[src/rtl/ascii_line_if.sv]
// Byte-stream in / decoded-line out bundle for ascii_line_decoder.
// The master modport drives the received bytes and observes the results.
interface ascii_line_if #(
  parameter int VALUE_W = 14
);
  logic [7:0]         rx_data;
  logic               rx_valid;
  logic [VALUE_W-1:0] value;
  logic               value_valid;
  logic [2:0]         field_idx;
  logic               record_done;
  logic               err;
  logic [1:0]         err_code;
  logic               busy;

  modport master (
    output rx_data, rx_valid,
    input  value, value_valid, field_idx, record_done, err, err_code, busy
  );

  modport slave (
    input  rx_data, rx_valid,
    output value, value_valid, field_idx, record_done, err, err_code, busy
  );
endinterface

[src/rtl/ascii_line_decoder.sv]
// Turns CR-terminated decimal ASCII lines back into binary values and
// groups consecutive lines into fixed-size records.
module ascii_line_decoder #(
  parameter int         MAX_DIGITS        = 4,
  parameter int         VALUE_W           = 14,
  parameter int         FIELDS_PER_RECORD = 2,
  parameter logic [7:0] TERMINATOR        = 8'h0D
) (
  input  logic         clk,
  input  logic         rst,
  ascii_line_if.slave  bus
);

  localparam int                 CNT_W      = $clog2(MAX_DIGITS + 1);
  localparam logic [7:0]         LF         = 8'h0A;
  localparam logic [CNT_W-1:0]   CNT_MAX    = CNT_W'(MAX_DIGITS);
  localparam logic [CNT_W-1:0]   CNT_ONE    = CNT_W'(1);
  localparam logic [2:0]         LAST_FIELD = 3'(FIELDS_PER_RECORD - 1);
  localparam logic [VALUE_W+3:0] TEN        = (VALUE_W + 4)'(10);

  typedef enum logic [1:0] {IDLE, ACCUM, DISCARD} state_t;

  typedef enum logic [1:0] {
    ERR_NON_DIGIT = 2'b01,
    ERR_TOO_LONG  = 2'b10,
    ERR_EMPTY     = 2'b11
  } err_code_t;

  state_t             state;
  logic [VALUE_W-1:0] acc;
  logic [CNT_W-1:0]   cnt;
  logic [2:0]         field_cnt;

  logic [VALUE_W-1:0] value_q;
  logic               value_valid_q;
  logic [2:0]         field_idx_q;
  logic               record_done_q;
  logic               err_q;
  err_code_t          err_code_q;

  logic               is_digit;
  logic               is_term;
  logic               take;
  logic [VALUE_W+3:0] acc_wide;

  always_comb begin
    take     = bus.rx_valid && (bus.rx_data != LF);
    is_digit = (bus.rx_data >= 8'h30) && (bus.rx_data <= 8'h39);
    is_term  = (bus.rx_data == TERMINATOR);
    // Low nibble of an ASCII digit is its value; the wide product cannot overflow.
    acc_wide = {4'd0, acc} * TEN + {{VALUE_W{1'b0}}, bus.rx_data[3:0]};
  end

  // NOTE: every register here is updated with <= so all reads in this block
  // see the pre-edge value, matching the hardware regardless of statement order.
  always_ff @(posedge clk) begin
    if (rst) begin
      state         <= IDLE;
      acc           <= '0;
      cnt           <= '0;
      field_cnt     <= '0;
      value_q       <= '0;
      value_valid_q <= 1'b0;
      field_idx_q   <= '0;
      record_done_q <= 1'b0;
      err_q         <= 1'b0;
      err_code_q    <= err_code_t'(2'b00);
    end else begin
      value_valid_q <= 1'b0;
      record_done_q <= 1'b0;
      err_q         <= 1'b0;

      if (take) begin
        unique case (state)
          IDLE: begin
            if (is_digit) begin
              acc   <= VALUE_W'(bus.rx_data[3:0]);
              cnt   <= CNT_ONE;
              state <= ACCUM;
            end else if (is_term) begin
              err_q      <= 1'b1;
              err_code_q <= ERR_EMPTY;
              field_cnt  <= '0;
            end else begin
              err_q      <= 1'b1;
              err_code_q <= ERR_NON_DIGIT;
              state      <= DISCARD;
            end
          end

          ACCUM: begin
            if (is_digit) begin
              if (cnt == CNT_MAX) begin
                err_q      <= 1'b1;
                err_code_q <= ERR_TOO_LONG;
                state      <= DISCARD;
              end else begin
                acc <= acc_wide[VALUE_W-1:0];
                cnt <= cnt + CNT_ONE;
              end
            end else if (is_term) begin
              value_q       <= acc;
              value_valid_q <= 1'b1;
              field_idx_q   <= field_cnt;
              if (field_cnt == LAST_FIELD) begin
                record_done_q <= 1'b1;
                field_cnt     <= '0;
              end else begin
                field_cnt <= field_cnt + 3'd1;
              end
              state <= IDLE;
            end else begin
              err_q      <= 1'b1;
              err_code_q <= ERR_NON_DIGIT;
              state      <= DISCARD;
            end
          end

          DISCARD: begin
            // A broken line loses record alignment, so restart at field 0.
            if (is_term) begin
              field_cnt <= '0;
              state     <= IDLE;
            end
          end

          default: state <= IDLE;
        endcase
      end
    end
  end

  assign bus.value       = value_q;
  assign bus.value_valid = value_valid_q;
  assign bus.field_idx   = field_idx_q;
  assign bus.record_done = record_done_q;
  assign bus.err         = err_q;
  assign bus.err_code    = err_code_q;
  assign bus.busy        = (state != IDLE);

endmodule
[src/flat_wrapper.sv]
// flat-port wrapper written by rule: the top's interface ports become plain ports
module ascii_line_decoder_flat 
#(
  parameter int         MAX_DIGITS        = 4,
  parameter int         VALUE_W           = 14,
  parameter int         FIELDS_PER_RECORD = 2,
  parameter logic [7:0] TERMINATOR        = 8'h0D
)
  (clk, rst, bus_rx_data, bus_rx_valid, bus_value, bus_value_valid, bus_field_idx, bus_record_done, bus_err, bus_err_code, bus_busy);
  ascii_line_if #(.VALUE_W(VALUE_W)) bus_i ();
  input  logic clk;
  input  logic rst;
  input wire logic [$bits(bus_i.rx_data)-1:0] bus_rx_data;
  input wire logic [$bits(bus_i.rx_valid)-1:0] bus_rx_valid;
  output wire logic [$bits(bus_i.value)-1:0] bus_value;
  output wire logic [$bits(bus_i.value_valid)-1:0] bus_value_valid;
  output wire logic [$bits(bus_i.field_idx)-1:0] bus_field_idx;
  output wire logic [$bits(bus_i.record_done)-1:0] bus_record_done;
  output wire logic [$bits(bus_i.err)-1:0] bus_err;
  output wire logic [$bits(bus_i.err_code)-1:0] bus_err_code;
  output wire logic [$bits(bus_i.busy)-1:0] bus_busy;
  assign bus_i.rx_data = bus_rx_data;
  assign bus_i.rx_valid = bus_rx_valid;
  assign bus_value = bus_i.value;
  assign bus_value_valid = bus_i.value_valid;
  assign bus_field_idx = bus_i.field_idx;
  assign bus_record_done = bus_i.record_done;
  assign bus_err = bus_i.err;
  assign bus_err_code = bus_i.err_code;
  assign bus_busy = bus_i.busy;
  ascii_line_decoder #(.MAX_DIGITS(MAX_DIGITS), .VALUE_W(VALUE_W), .FIELDS_PER_RECORD(FIELDS_PER_RECORD), .TERMINATOR(TERMINATOR)) u_core (.clk(clk), .rst(rst), .bus(bus_i));
endmodule
[config.mk]
export PLATFORM = sky130hd
export DESIGN_NAME = ascii_line_decoder_flat
export DESIGN_NICKNAME = d
export VERILOG_FILES = /design/src/rtl/ascii_line_if.sv /design/src/rtl/ascii_line_decoder.sv /design/src/flat_wrapper.sv
export SDC_FILE = /design/constraint.sdc
export NUM_CORES = 1
export LEC_CHECK = 0
export BUFFER_PORTS_ARGS = -buffer_cell sky130_fd_sc_hd__buf_4
export CORE_MARGIN = 4
export CORE_UTILIZATION = 55
export CTS_CLUSTER_SIZE = 24
export DETAILED_ROUTE_END_ITERATION = 10
export PLACE_DENSITY = 0.76
export SETUP_SLACK_MARGIN = 0.02
export SLEW_MARGIN = 20
export SYNTH_ARGS = -nofsm -noshare
export SYNTH_HDL_FRONTEND = slang
export SYNTH_SLANG_ARGS = --single-unit
[constraint.sdc]
create_clock -name clk -period 7.9 [get_ports clk]
set_input_delay 2.37 -clock clk [delete_from_list [all_inputs] [get_ports clk]]
set_output_delay 2.37 -clock clk [all_outputs]
set_load 0.1 [all_outputs]
======== Word level (Yosys, flattened, before mapping) ========
Index checks and enable logic that the tools add are counted.
word-level totals
  flip-flop bits (word level) ............. 44
  output and inout port bits .............. 23
  logic and storage cells ................. 83
cells by class
  $add $sub $neg .......................... 3
  $mul .................................... 1
  order comparisons ....................... 2
  equal/unequal tests ..................... 16
  multiplexer cells ....................... 33
  bitwise operators ....................... 4
  reduce and logical (&&, ||, !) cells .... 14
operator list
  kind                                                             count
  2-to-1 mux 14 bit                                                3
  one-hot mux 14 bit (2 select lines)                              1
  2-to-1 mux 3 bit                                                 8
  2-to-1 mux 2 bit                                                 10
  AND reduction 5 bit                                              3
  adder 14 x 4 -> 14 bit                                           1
  multiplier 14 x 3 -> 13 bit (second input constant)              1
  one-hot mux 3 bit (3 select lines)                               1
  equality test 8 x 4 -> 1 bit (second input constant)             1
  >= comparator 8 x 6 -> 1 bit (second input constant)             1
  less-or-equal comparator 8 x 6 -> 1 bit (second input constant)  1
  inequality test 2 x 1 -> 1 bit (second input constant)           4
  inequality test 8 x 4 -> 1 bit (second input constant)           1
  AND reduction 4 bit                                              2
  adder 3 x 1 -> 3 bit (second input constant)                     2
  2-to-1 mux 1 bit                                                 6
  inequality test 2 bit (second input constant)                    3
  inequality test 3 x 2 -> 1 bit (second input constant)           2
  one-hot mux 2 bit (3 select lines)                               1
  one-hot mux 3 bit (2 select lines)                               1
  OR reduction 5 bit                                               1
  inverter 1 bit                                                   4
  one-hot mux 2 bit (2 select lines)                               1
  nonzero test 2 bit                                               2
  other kinds (11)                                                 12

======== Longest topological paths before layout ========
  depth after elaboration ................. 5
  depth in mapped cells ................... 9
  gate-level depth less buffers ........... 9

======== Least setup slack after synthesis ========
OpenSTA, ideal clock, no wires.
  kind .................................... input -> register
  start point ............................. in bus_rx_data[1]
  end point ............................... reg u_core.acc[13]
  setup time .............................. 126 ps
  arrival ................................. 4329 ps
  path slack .............................. 3445 ps
  cell stages on the path ................. 9
  path buffers ............................ 0
  cell sequence ........................... ha_1 inv_1 fa_1 nor2b_1 o2111ai_1 or3_1 or3_1 o311ai_1 nand3_1
on the way
  cells in the longest elaborated chain, start to end .. 4
  elaborated cells on any way between the ends .. 12
RTL lines
  what                                                                        RTL line                                            RTL
  start, declared                                                             flat_wrapper.sv:13                                  input wire logic [$bits(bus_i.rx_data)-1:0] bus_rx_data;
  adder 14 x 4 -> 14 bit, or another cell as far along                        ascii_line_decoder.sv:51                            acc_wide = {4'd0, acc} * TEN + {{VALUE_W{1'b0}}, bus.rx_data[3:0]};
  2-to-1 mux 14 bit or logical AND 1 bit (tied branches)                      ascii_line_decoder.sv:93, ascii_line_decoder.sv:48
  2-to-1 mux 14 bit or inequality test 2 x 1 -> 1 bit (tied branches)         -
  one-hot mux 14 bit (2 select lines) or AND reduction 5 bit (tied branches)  -
  end signal, assigned                                                        ascii_line_decoder.sv:77                            acc <= VALUE_W'(bus.rx_data[3:0]);
  end signal, assigned                                                        ascii_line_decoder.sv:98                            acc <= acc_wide[VALUE_W-1:0];
  end, declared                                                               ascii_line_decoder.sv:30                            logic [VALUE_W-1:0] acc;
Several ways; a longest one is shown, not always the timed one. The select of a mux whose other input is x is not followed.
A chain may end at the register's enable or synchronous reset.

======== Worst setup path after layout ========
  start point ............................. in bus_rx_data[1]
  end point ............................... reg u_core.acc[11]
The elaborated chain is that of the path after synthesis.

==> qor.yml <==
status: "finished, final reports clean"
synth_flop_cell: "dfxtp_1"
clock_latency_ps: 290
fmax_ghz: 0.223
cp.arrival_ps: 4670
synth_nets: 355
worst_ep_required_time_ps: 8090
cts-buffers-inserted: 5
syn_area_per_cell_sq_um: 8.64
root_buffer: "clkbuf_8"
max_stage_delay_ps: 450
drt_iter0_drc: 161
cp_max_fo: 5
rr_worst_depth: 9
dp_hpwl_mm: 4.34
cts.sinks: 44
crit_path_start_kind: "input pin"
ys_warn_count: 0
post-route-drc-count: 0
internal-power_w: 0.000356
clk_pin_slew_worst_paths_ps: 80
layout_min_cycle_time_ps: 4480
synth_cells: 318
use_met3_pct: 3.29
totalWireLength_mm: 5.85
num-nets-final: 381
viasPerCell: 5.80
seqPwrFrac_pct: 49.8
crit_type: "input pin to register"
seq_area_frac_synth_pct: 32.0
cts_buffer_depth: 2
p_switching_w: 0.0000940
synthesis.area_sq_mm: 0.00275
wire_per_inst_um: 14.2
synth-seq-cells: 44
cts_hold_buf: 0
post-route-period-util_pct: 56.7
top_level_ports: 34
die_w_um: 78.7
worstHoldPathCells: 1
die_area_sq_mm: 0.00619
synth_edf_count: 0
slowest_stage: "or3_1"
fillerInstances: 432
gp_congestion: 0.810
rsz0062_at_grt: "false"
num_vias: 2385
slew_headroom_pct: 53.4
tightest_slew_ps: 697
grt_pass1_vias: 2240
whs_ps: 496
cts_resized: 0
setup_violations: 0
final_layout_size_suffix_gt1_share_pct: 14.5
gr-total-overflow: 0
met1_usage_pct: 28.0
async_flop_share_pct: 0
grtUsageMet2_pct: 32.3
ant_nets: 0
busiest_layer: "met2"
core_sq_mm: 0.00479
leakagePower_nw: 1.30
critical_path.cell_chain: "buf_4 > ha_1 > inv_1 > fa_1 > nor2b_1 > o2111ai_1 > or3_1 > nor4_1 > xnor3_1 > a22o_1"
yosysUniqueCellTypes: 62
postCtsSetupBuffers: 0
hold_class: "register to register"
cts_tree: "built"
syn_to_final_growth_pct: 14.7
grt_max_degree: 44
antenna_found_initial: 0
endpoint_kind: "register"
cap_violations: 0
grt_use_total_pct: 20.3
p_comb_share_pct: 6.4
antenna_cells: 0
grt_pass1_wl_mm: 10.2
drv_slew: 0
ctsHtreeMaxLevel: 2
worst_ir_drop_vdd_uv: 150
die_h_um: 78.7
initial_utilization_pct: 57.4
switching_share_pct: 20.9
clock_skew_ps: 6.07
hold_viol_final: 0
pwr-share-clk_pct: 43.8
portBuffers: 33
fin_setup_tns_ps: 0
dr.pass1.iters: 4
num_rows: 25
pwr_density_cell_mw_per_mm2: 143
synthesized netlist by cell type, types with 2 or more instances:
cell type | n | area (sq um)
nor2b_1 | 6 | 37.5
nand2_1 | 19 | 71.3
a22o_1 | 3 | 26.3
or2_2 | 2 | 12.5
nand4b_1 | 3 | 26.3
nor4b_1 | 2 | 17.5
a22oi_1 | 4 | 30.0
a21o_1 | 2 | 15.0
nor4_1 | 2 | 12.5
a221oi_1 | 2 | 17.5
a211oi_1 | 3 | 22.5
dfxtp_1 | 44 | 881
nand2b_1 | 3 | 18.8
nor3_1 | 11 | 55.1
inv_1 | 8 | 30.0
mux2i_1 | 22 | 220
a31oi_1 | 2 | 12.5
or2_1 | 2 | 12.5
clkbuf_1 | 12 | 45.0
and3_1 | 2 | 12.5
o21a_1 | 2 | 15.0
nor2_1 | 51 | 191
o41ai_1 | 2 | 17.5
xor2_1 | 5 | 43.8
o21ai_1 | 2 | 10.0
nand3_1 | 7 | 35.0
o21ai_0 | 10 | 50.1
ha_1 | 24 | 300
or3_1 | 3 | 18.8
fa_1 | 2 | 40.0
o211ai_1 | 5 | 37.5
xnor2_1 | 6 | 52.6
a21oi_1 | 15 | 75.1
nand4_1 | 2 | 12.5
registers in the layout, summed over array words and instances, names as in the netlist:
name,count
u_core.acc,14
u_core.bus.value,14
u_core.bus.field_idx,3
u_core.cnt,3
u_core.field_cnt,3
u_core.bus.err_code,2
u_core.state,2
u_core.bus.err,1
u_core.bus.record_done,1
u_core.bus.value_valid,1
metrics by stage:
step / total power [W] / setup WS [ps] / cell area, sq um / util, % / std cells
floorplan: 0.000249 / 3450 / 2750 / - / 318
CTS: 0.000456 / 3430 / 3150 / 65.9 / 411
global placement: 0.000258 / 3210 / 3020 / 63.2 / 404
detailed placement: 0.000258 / 3140 / 3020 / 63.2 / 404
global route: 0.000467 / 3250 / 3150 / 65.9 / 411
finish: 0.000450 / 3420 / 3150 / 65.9 / 411
cells in the final DEF, fill, tap and decap left out, types with 2 or more instances in the layout:
| cell | instances |
|---|---|
| a211oi_1 | 3 |
| a21o_1 | 2 |
| a21oi_1 | 15 |
| a221oi_1 | 2 |
| a22o_1 | 3 |
| a22oi_1 | 4 |
| a31oi_1 | 2 |
| and3_1 | 2 |
| buf_4 | 33 |
| bufinv_16 | 2 |
| clkbuf_8 | 5 |
| dfxtp_1 | 44 |
| fa_1 | 2 |
| ha_1 | 24 |
| inv_1 | 8 |
| mux2i_1 | 22 |
| nand2_1 | 19 |
| nand2b_1 | 3 |
| nand3_1 | 7 |
| nand4_1 | 2 |
| nand4b_1 | 3 |
| nor2_1 | 51 |
| nor2b_1 | 6 |
| nor3_1 | 11 |
| nor4_1 | 2 |
| nor4b_1 | 2 |
| o211ai_1 | 5 |
| o21a_1 | 2 |
| o21ai_0 | 10 |
| o21ai_1 | 2 |
| o41ai_1 | 2 |
| or2_1 | 2 |
| or2_2 | 2 |
| or3_1 | 3 |
| xnor2_1 | 6 |
| xor2_1 | 5 |
layout make-up:
class                   instances  area [sq um]  share of cell area, %
flip-flops and latches         44           881                   27.9
clock inverters                 2          60.1                   1.91
well taps                      67          83.8                   2.66
inverters                       8          30.0                  0.953
multi-input cells             252          1780                   56.5
repair buffers                 33           248                   7.86
clock buffers                   5          68.8                   2.18
critical path, delay by kind of cell:
| family | cells | cell delay, ps |
|---|---|---|
| simple gates | 3 | 940 |
| fa+ha+maj | 2 | 550 |
| compound gates | 2 | 370 |
| xor+xnor | 1 | 290 |
| buf+inv | 2 | 150 |
per-layer routing:
layer  share of wire (%)  wire (um)
met1                  47       2770
met2                  46       2700
met3                 5.2        305
met4                 1.4         82
met5                   0          0
cells by family (layout without fill, tap and decap cells):
group           after synthesis  after routing  share of synthesized area [%]
compound gates               63             63                           15.9
fa+ha+maj                    26             26                           12.4
mux                          23             23                           8.42
buf+inv                      22             48                           3.19
simple gates                128            128                           23.7
xor+xnor                     12             12                           4.32
flops                        44             44                           32.0
power by group through the flow:
stage / clock network, W / logic, W / registers (W)
floorplan: 0 / 0.0000147 / 0.000234
global placement: 0 / 0.0000286 / 0.000229
detailed placement: 0 / 0.0000288 / 0.000229
CTS: 0.000203 / 0.0000289 / 0.000224
global route: 0.000212 / 0.0000314 / 0.000224
finish: 0.000197 / 0.0000288 / 0.000224
final timing paths:
path	slack, ps	endpoint	start
setup / recovery	3420	u_core.acc[11]$_SDFFE_PP0P_	bus_rx_data[1]
setup reg to reg	4780	u_core.acc[11]$_SDFFE_PP0P_	u_core.acc[1]$_SDFFE_PP0P_
hold reg to reg	500	u_core.bus.record_done$_SDFF_PP0_	u_core.field_cnt[1]$_SDFFE_PP0P_
hold / removal	500	u_core.bus.record_done$_SDFF_PP0_	u_core.field_cnt[1]$_SDFFE_PP0P_
No activity file was read; power rests on OpenSTA's default activity.
